$ cat config.mk
export PLATFORM = sky130hd
export DESIGN_NAME = prog_loader
export DESIGN_NICKNAME = d
export VERILOG_FILES = /design/src/rtl/prog_loader.sv
export SDC_FILE = /design/constraint.sdc
export NUM_CORES = 1
export LEC_CHECK = 0
export CAP_MARGIN = 30
export CORE_ASPECT_RATIO = 1.1
export CORE_MARGIN = 2
export CORE_UTILIZATION = 60
export DETAILED_ROUTE_END_ITERATION = 8
export HOLD_SLACK_MARGIN = 0.12
export PLACE_DENSITY = 0.84
export SETUP_SLACK_MARGIN = 0.5
export SYNTH_ARGS = -nofsm -noshare
export SYNTH_HDL_FRONTEND = slang
export SYNTH_SLANG_ARGS = --single-unit
$ cat constraint.sdc
create_clock -name clk -period 3.79 [get_ports clk]
set_input_delay 0.758 -clock clk [delete_from_list [all_inputs] [get_ports clk]]
set_output_delay 0.758 -clock clk [all_outputs]
set_load 0.02 [all_outputs]
$ cat src/rtl/prog_loader.sv
// Framed byte stream -> 32-bit program-memory writes; holds the core until the image checksum verifies.
// Latency 5+4N cycles from start to done at full rate. byte_ready is registered and stalls on byte_valid gaps.
module prog_loader #(
  parameter int ADDR_W = 10
) (
  input  logic              clk,
  input  logic              rst,
  input  logic              start,
  input  logic              byte_valid,
  input  logic [7:0]        byte_data,
  output logic              byte_ready,
  output logic              wr_en,
  output logic [ADDR_W-1:0] wr_addr,
  output logic [31:0]       wr_data,
  output logic              core_hold,
  output logic              done,
  output logic              error
);

  localparam logic [31:0] MAX_WORDS = 32'd1 << ADDR_W;

  typedef enum logic [2:0] {
    S_IDLE, S_LEN0, S_LEN1, S_DATA, S_CHK, S_DONE, S_ERROR
  } state_t;

  state_t      state;
  logic [15:0] len;
  logic [15:0] word_idx;
  logic [1:0]  byte_cnt;
  logic [23:0] asm_buf;
  logic [7:0]  chk;
  logic        xfer;
  logic [15:0] len_in;

  assign xfer   = byte_valid && byte_ready;
  assign len_in = {byte_data, len[7:0]};

  always_ff @(posedge clk) begin
    if (rst) begin
      state      <= S_IDLE;
      len        <= '0;
      word_idx   <= '0;
      byte_cnt   <= '0;
      asm_buf    <= '0;
      chk        <= '0;
      byte_ready <= 1'b0;
      wr_en      <= 1'b0;
      wr_addr    <= '0;
      wr_data    <= '0;
      core_hold  <= 1'b1;
      done       <= 1'b0;
      error      <= 1'b0;
    end else begin
      wr_en <= 1'b0;
      case (state)
        S_IDLE, S_DONE, S_ERROR: begin
          if (start) begin
            state      <= S_LEN0;
            byte_ready <= 1'b1;
            core_hold  <= 1'b1;
            done       <= 1'b0;
            error      <= 1'b0;
            chk        <= '0;
            byte_cnt   <= '0;
            word_idx   <= '0;
          end
        end
        S_LEN0: begin
          if (xfer) begin
            len[7:0] <= byte_data;
            state    <= S_LEN1;
          end
        end
        S_LEN1: begin
          if (xfer) begin
            len <= len_in;
            if ({16'd0, len_in} > MAX_WORDS) begin
              state      <= S_ERROR;
              error      <= 1'b1;
              byte_ready <= 1'b0;
            end else if (len_in == 16'd0) begin
              state <= S_CHK;
            end else begin
              state <= S_DATA;
            end
          end
        end
        S_DATA: begin
          if (xfer) begin
            chk      <= chk ^ byte_data;
            byte_cnt <= byte_cnt + 2'd1;
            asm_buf  <= {byte_data, asm_buf[23:8]};
            // Fourth byte completes the word; earlier bytes sit LSB-first in asm_buf.
            if (byte_cnt == 2'd3) begin
              wr_en    <= 1'b1;
              wr_data  <= {byte_data, asm_buf};
              wr_addr  <= word_idx[ADDR_W-1:0];
              word_idx <= word_idx + 16'd1;
              if (word_idx + 16'd1 == len) state <= S_CHK;
            end
          end
        end
        S_CHK: begin
          if (xfer) begin
            byte_ready <= 1'b0;
            if (byte_data == chk) begin
              state     <= S_DONE;
              done      <= 1'b1;
              core_hold <= 1'b0;
            end else begin
              state <= S_ERROR;
              error <= 1'b1;
            end
          end
        end
        default: state <= S_IDLE;
      endcase
    end
  end

endmodule

## Yosys cells after proc, flatten, opt, wreduce, memory -nomap -nowiden

Cells that the tools add are included.

| cells by class | value |
|---|---|
| add/sub/neg operators | 2 |
| $lt $le $gt $ge | 1 |
| equal/unequal tests | 19 |
| muxes and demuxes | 41 |
| bitwise operators | 4 |
| reduce and logical (&&, ||, !) cells | 18 |

Operators with widths:

| operator | count |
|---|---|
| $mux 16 | 3 |
| $pmux 16 s2 | 1 |
| $pmux 8 s2 | 2 |
| $mux 3 | 9 |
| $mux 8 | 3 |
| $ne 2x2->1 const B | 10 |
| $add 16x1->16 const B | 1 |
| $eq 16x16->1 | 1 |
| $gt 16x11->1 const B | 1 |
| $logic_not 16->1 | 1 |
| $pmux 3 s5 | 1 |
| $mux 1 | 14 |
| $eq 3x3->1 const B | 3 |
| $reduce_and 3->1 | 3 |
| $eq 8x8->1 | 1 |
| $reduce_and 4->1 | 2 |
| $xor 8x8->8 | 1 |
| $reduce_and 7->1 | 1 |
| $eq 3x2->1 const B | 2 |
| $mux 2 | 3 |
| $pmux 1 s3 | 2 |
| $reduce_and 6->1 | 1 |
| $reduce_or 3->1 | 2 |
| $reduce_and 5->1 | 1 |
| other kinds (11) | 16 |

| word-level totals | value |
|---|---|
| flip-flop bits (word level) | 116 |
| bits of input ports | 12 |
| output and inout bits | 47 |
| logic and storage cells | 99 |

## Depth between registers and ports, before layout

| logic depth | value |
|---|---|
| depth in word-level cells | 6 |
| mapped depth | 8 |

## Worst setup path before layout

Ideal clock, no wire load.

| timing | value |
|---|---|
| kind | input-to-reg |
| from | input port byte_data[0] |
| to | register done |
| arrival | 2161 ps |
| path slack | 1514 ps |
| stages on the path | 7 |
| cells stage by stage | clkbuf_1 > xor2_1 > nor4_1 > a32oi_1 > o21ai_0 > a221oi_1 > o21ba_2 |

| between the ends | value |
|---|---|
| longest elaborated chain between the ends | 3 |

Ends and longest elaborated chain:

| element | RTL line | text |
|---|---|---|
| from (decl) | 10 | `input logic [7:0] byte_data,` |
| $eq 8x8->1 | 106 | `if (byte_data == chk) begin` |
| $ne 2x2->1 (no line) | -- |  |
| $reduce_and 4->1 (no line) | -- |  |
| to (signal assigned) | 51 | `done <= 1'b0;` |
| to (signal assigned) | 61 | `done <= 1'b0;` |
| to (signal assigned) | 108 | `done <= 1'b1;` |
| to (decl) | 16 | `output logic done,` |

No other way between the ends.
A chain may end at the register's enable or synchronous reset.

## Worst setup path in the final report

| timing | value |
|---|---|
| from | register word_idx[0] |
| to | register state[0] |

| between the ends | value |
|---|---|
| longest elaborated chain between the ends | 4 |

Ends and longest elaborated chain:

| element | RTL line | text |
|---|---|---|
| from (decl) | 28 | `logic [15:0] word_idx;` |
| from (signal assigned) | 98 | `word_idx <= word_idx + 16'd1;` |
| $add 16x1->16 | 99 | `if (word_idx + 16'd1 == len) state <= S_CHK;` |
| $eq 16x16->1 | 99 |  |
| $ne 2x2->1 (no line) | -- |  |
| $reduce_and 7->1 (no line) | -- |  |
| to (signal assigned) | 99 |  |
| to (signal assigned) | 107 | `state <= S_DONE;` |
| to (signal assigned) | 111 | `state <= S_ERROR;` |
| to (decl) | 26 | `state_t state;` |

No other way between the ends.

==> metrics <==
Worst-Margin Slew=0.942 ns; Setup CP Type=reg -> reg; ys async rst share=0; Global Route Usage Sum=0.303; Critical path buffers and inverters=0; root buffer cell=clkbuf_8; post-synthesis cell count=681; fin util=0.738; Pleak=0.00222 µW; area fraction of the dominant cell type after synthesis=0.436; hold depth=2; Die W=93.8 µm; Area Growth Syn to Fin=21.1%; WP data arrival=3.26 ns; Max Buffers Root-to-Sink=2; Final Critical Period=2.88 ns; DP Cell Count=806; CORE AREA=8740 µm²; Synth Net Count=695; row count=36; I/O Buffers=58; Final Non-Filler Cells=839; drt total wl=14200 µm; DRT antenna net count=0; gr ovfl total=0; Max Cap Violations=0; post-CTS setup buffer count=0; NumNets Final=726; initial antenna violation count=0; die height=103 µm; Unique masters post-synth=56; Hold Crit Start=asm_buf[6]$_SDFFE_PP0P_; leading area contributor after synthesis=dfxtp_1; P_sw=932 µW; final setup vio count=0; reg2reg end=state[0]$_SDFFE_PP0P_; Skew-Pair Late Insertion Delay=0.52 ns; R2R depth=7; Final GP Congestion=0.891; Internal=2290 µW; critical path startpoint category=register; Starting Density=0.609; Pre-antenna DRT Iters=6; crit-path leading delay family=simple AND/OR/NAND/NOR gates; via count of the routed design=5061; Hold Path End=wr_data[6]$_SDFFE_PP0P_; synth warn=0; sequential-to-total area share from yosys stat=0.436; layout cells sized above 1=0.0855; FF-to-FF setup slack=0.91 ns; Post-synth EDFFs=0; Mapped Area=5330 µm²; Clock Skew=0.00617 ns; largest net degree at the start of global routing=94; PwrDens=499 nW/µm²; worst path cell trace=ha_1 -> nand3_1 -> nor4_1 -> xnor2_1 -> o211ai_1 -> nor4bb_2 -> o21ai_0; clock slew at reported path FFs=0.06 ns; count of pins over their slew limit=0; Reg area=2320 µm²; Area contributors post-synth=dfxtp_1, nand2_1, a21oi_1, nor2_1, mux2i_1; Hold WC Path Type=reg -> reg; vias in the first global route=4668; TritonCTS Buffers=17; Clock H-tree levels=4; Worst path max stage delay=0.57 ns; fill count=633; # IOs=59; VDD IR max=0.412 mV; DRT iter0 DRCs=546; CTS tree=yes; max_slew headroom=0.372; Antenna Cells=0; TNS Setup=0 ns; # resized after CTS=0; RSZ-0062 raised after global routing=false; Multi-input gate area=2760 µm²; Finished Cell Area=6450 µm²; post-cts hold buffer count=0; Switching Fraction=0.290; WP data required=4.17 ns; crit end category=register; slowest library cell on the worst path=dfxtp_1; CTS Sinks=116; Wirelength per Cell=17.0 µm; Die ar.=9650 µm²; outcome=finished, final reports clean; syn avg cell area=7.82 µm²; combinational share of power=0.123; Synth Flop Type=dfxtp_1; first-pass GRT wire length=22900 µm; placed instance area=5880 µm²; Yosys reg bits=116; Clk pwr share=0.472; Vias per Instance=6.03; hpwl dp=9350 µm; DRC=0; worst flop-to-flop path startpoint=word_idx[0]$_SDFFE_PP0P_; Reg power frac=0.406; Worst Path Max Fanout=10; Levels on crit path=7; Final Cycle Share=0.759; Fin. Hold Viols=0; Fmax=0.347 GHz
-- area by class of cell --
cell class,instances,share of cell area
Clock buffer,17,0.0642
Clock inverter,15,0.0231
Inverter,9,0.00524
Multi-Input combinational cell,503,0.428
Sequential cell,116,0.360
Tap cell,114,0.0221
Timing Repair Buffer,65,0.0978
-- logic make-up after synthesis --
group | synth area share
flip-flops | 0.436
adder cells (fa/ha/maj) | 0.00470
multiplexers | 0.0322
XOR/XNOR | 0.0493
buffers and inverters | 0.0486
AO/OA/AOI/OAI | 0.179
AND/OR/NAND/NOR | 0.250
-- layout by cell type (no fill, tap or decap), types with 6 or more instances in the layout --
| master | n |
|---|---|
| mux2i_1 | 16 |
| nor2_1 | 56 |
| nand3_1 | 13 |
| o21ai_0 | 21 |
| nor3_1 | 8 |
| nand2_1 | 148 |
| inv_1 | 9 |
| xor2_1 | 18 |
| or2_2 | 7 |
| clkdlybuf4s50_1 | 57 |
| a21o_1 | 6 |
| nand4_1 | 7 |
| or3_1 | 6 |
| dfxtp_1 | 116 |
| clkbuf_16 | 16 |
| a31oi_1 | 6 |
| a21oi_1 | 99 |
| buf_4 | 8 |
| xnor2_1 | 12 |
-- worst max path at each step --
stage                                   from                       end  slack (ns)
finish              word_idx[0]$_SDFFE_PP0P_     state[0]$_SDFFE_PP0P_        0.91
global route           state[0]$_SDFFE_PP0P_  word_idx[6]$_SDFFE_PP0P_        0.77
CTS                 word_idx[0]$_SDFFE_PP0P_     state[0]$_SDFFE_PP0P_        0.97
detailed placement              byte_data[5]         done$_SDFFE_PP0P_        0.67
global placement                byte_data[5]         done$_SDFFE_PP0P_        0.77
floorplan                       byte_data[0]         done$_SDFFE_PP0P_        1.51
-- flip-flops by register name, summed over array words and instances (netlist names) --
name,flops
wr_data,32
asm_buf,24
len,16
word_idx,16
wr_addr,10
chk,8
state,3
byte_cnt,2
byte_ready,1
core_hold,1
done,1
error,1
wr_en,1
-- stage by stage --
step	setup slack, ns	hold WS [ns]	power, µW
floorplan	1.51	0.432	1610
global placement	0.770	0.442	1690
detailed placement	0.668	0.449	1710
CTS	0.966	0.459	3210
global route	0.773	0.475	3320
finish	0.912	0.456	3220
-- cell usage after synthesis (6+ instances only) --
library cell    n
a21o_1          6
a21oi_1        99
a31oi_1         6
buf_1           6
buf_2          12
clkbuf_1       32
dfxtp_1       116
inv_1           9
mux2i_1        16
nand2_1       149
nand3_1        13
nand4_1         7
nor2_1         56
nor3_1          8
nor4_1          6
o21ai_0        21
or2_2           7
or3_1           6
xnor2_1        12
xor2_1         18
-- power by group through the flow --
stage | sequential (µW) | combinational [µW] | clock, µW
after floorplan | 1290 | 316 | 0
after global placement | 1330 | 365 | 0
after detailed placement | 1330 | 377 | 0
after CTS | 1300 | 380 | 1520
after global routing | 1310 | 432 | 1580
final | 1300 | 395 | 1520
-- tightest hold or removal path, cell delays in order (launching register included) --
cell,delay [ns]
dfxtp_1,0.31
nand2_1,0.05
a21oi_1,0.05
-- routing by layer --
| metal | part of all wire | vias to the layer above | global-route usage |
|---|---|---|---|
| met1 | 0.41 | 2388 | 0.378 |
| li1 | - | 2402 | - |
| met5 | 0 | - | 0 |
| met3 | 0.071 | 37 | 0.0592 |
| met4 | 0.024 | 0 | 0.132 |
| met2 | 0.50 | 234 | 0.513 |
(Power assumes the default switching activity.)
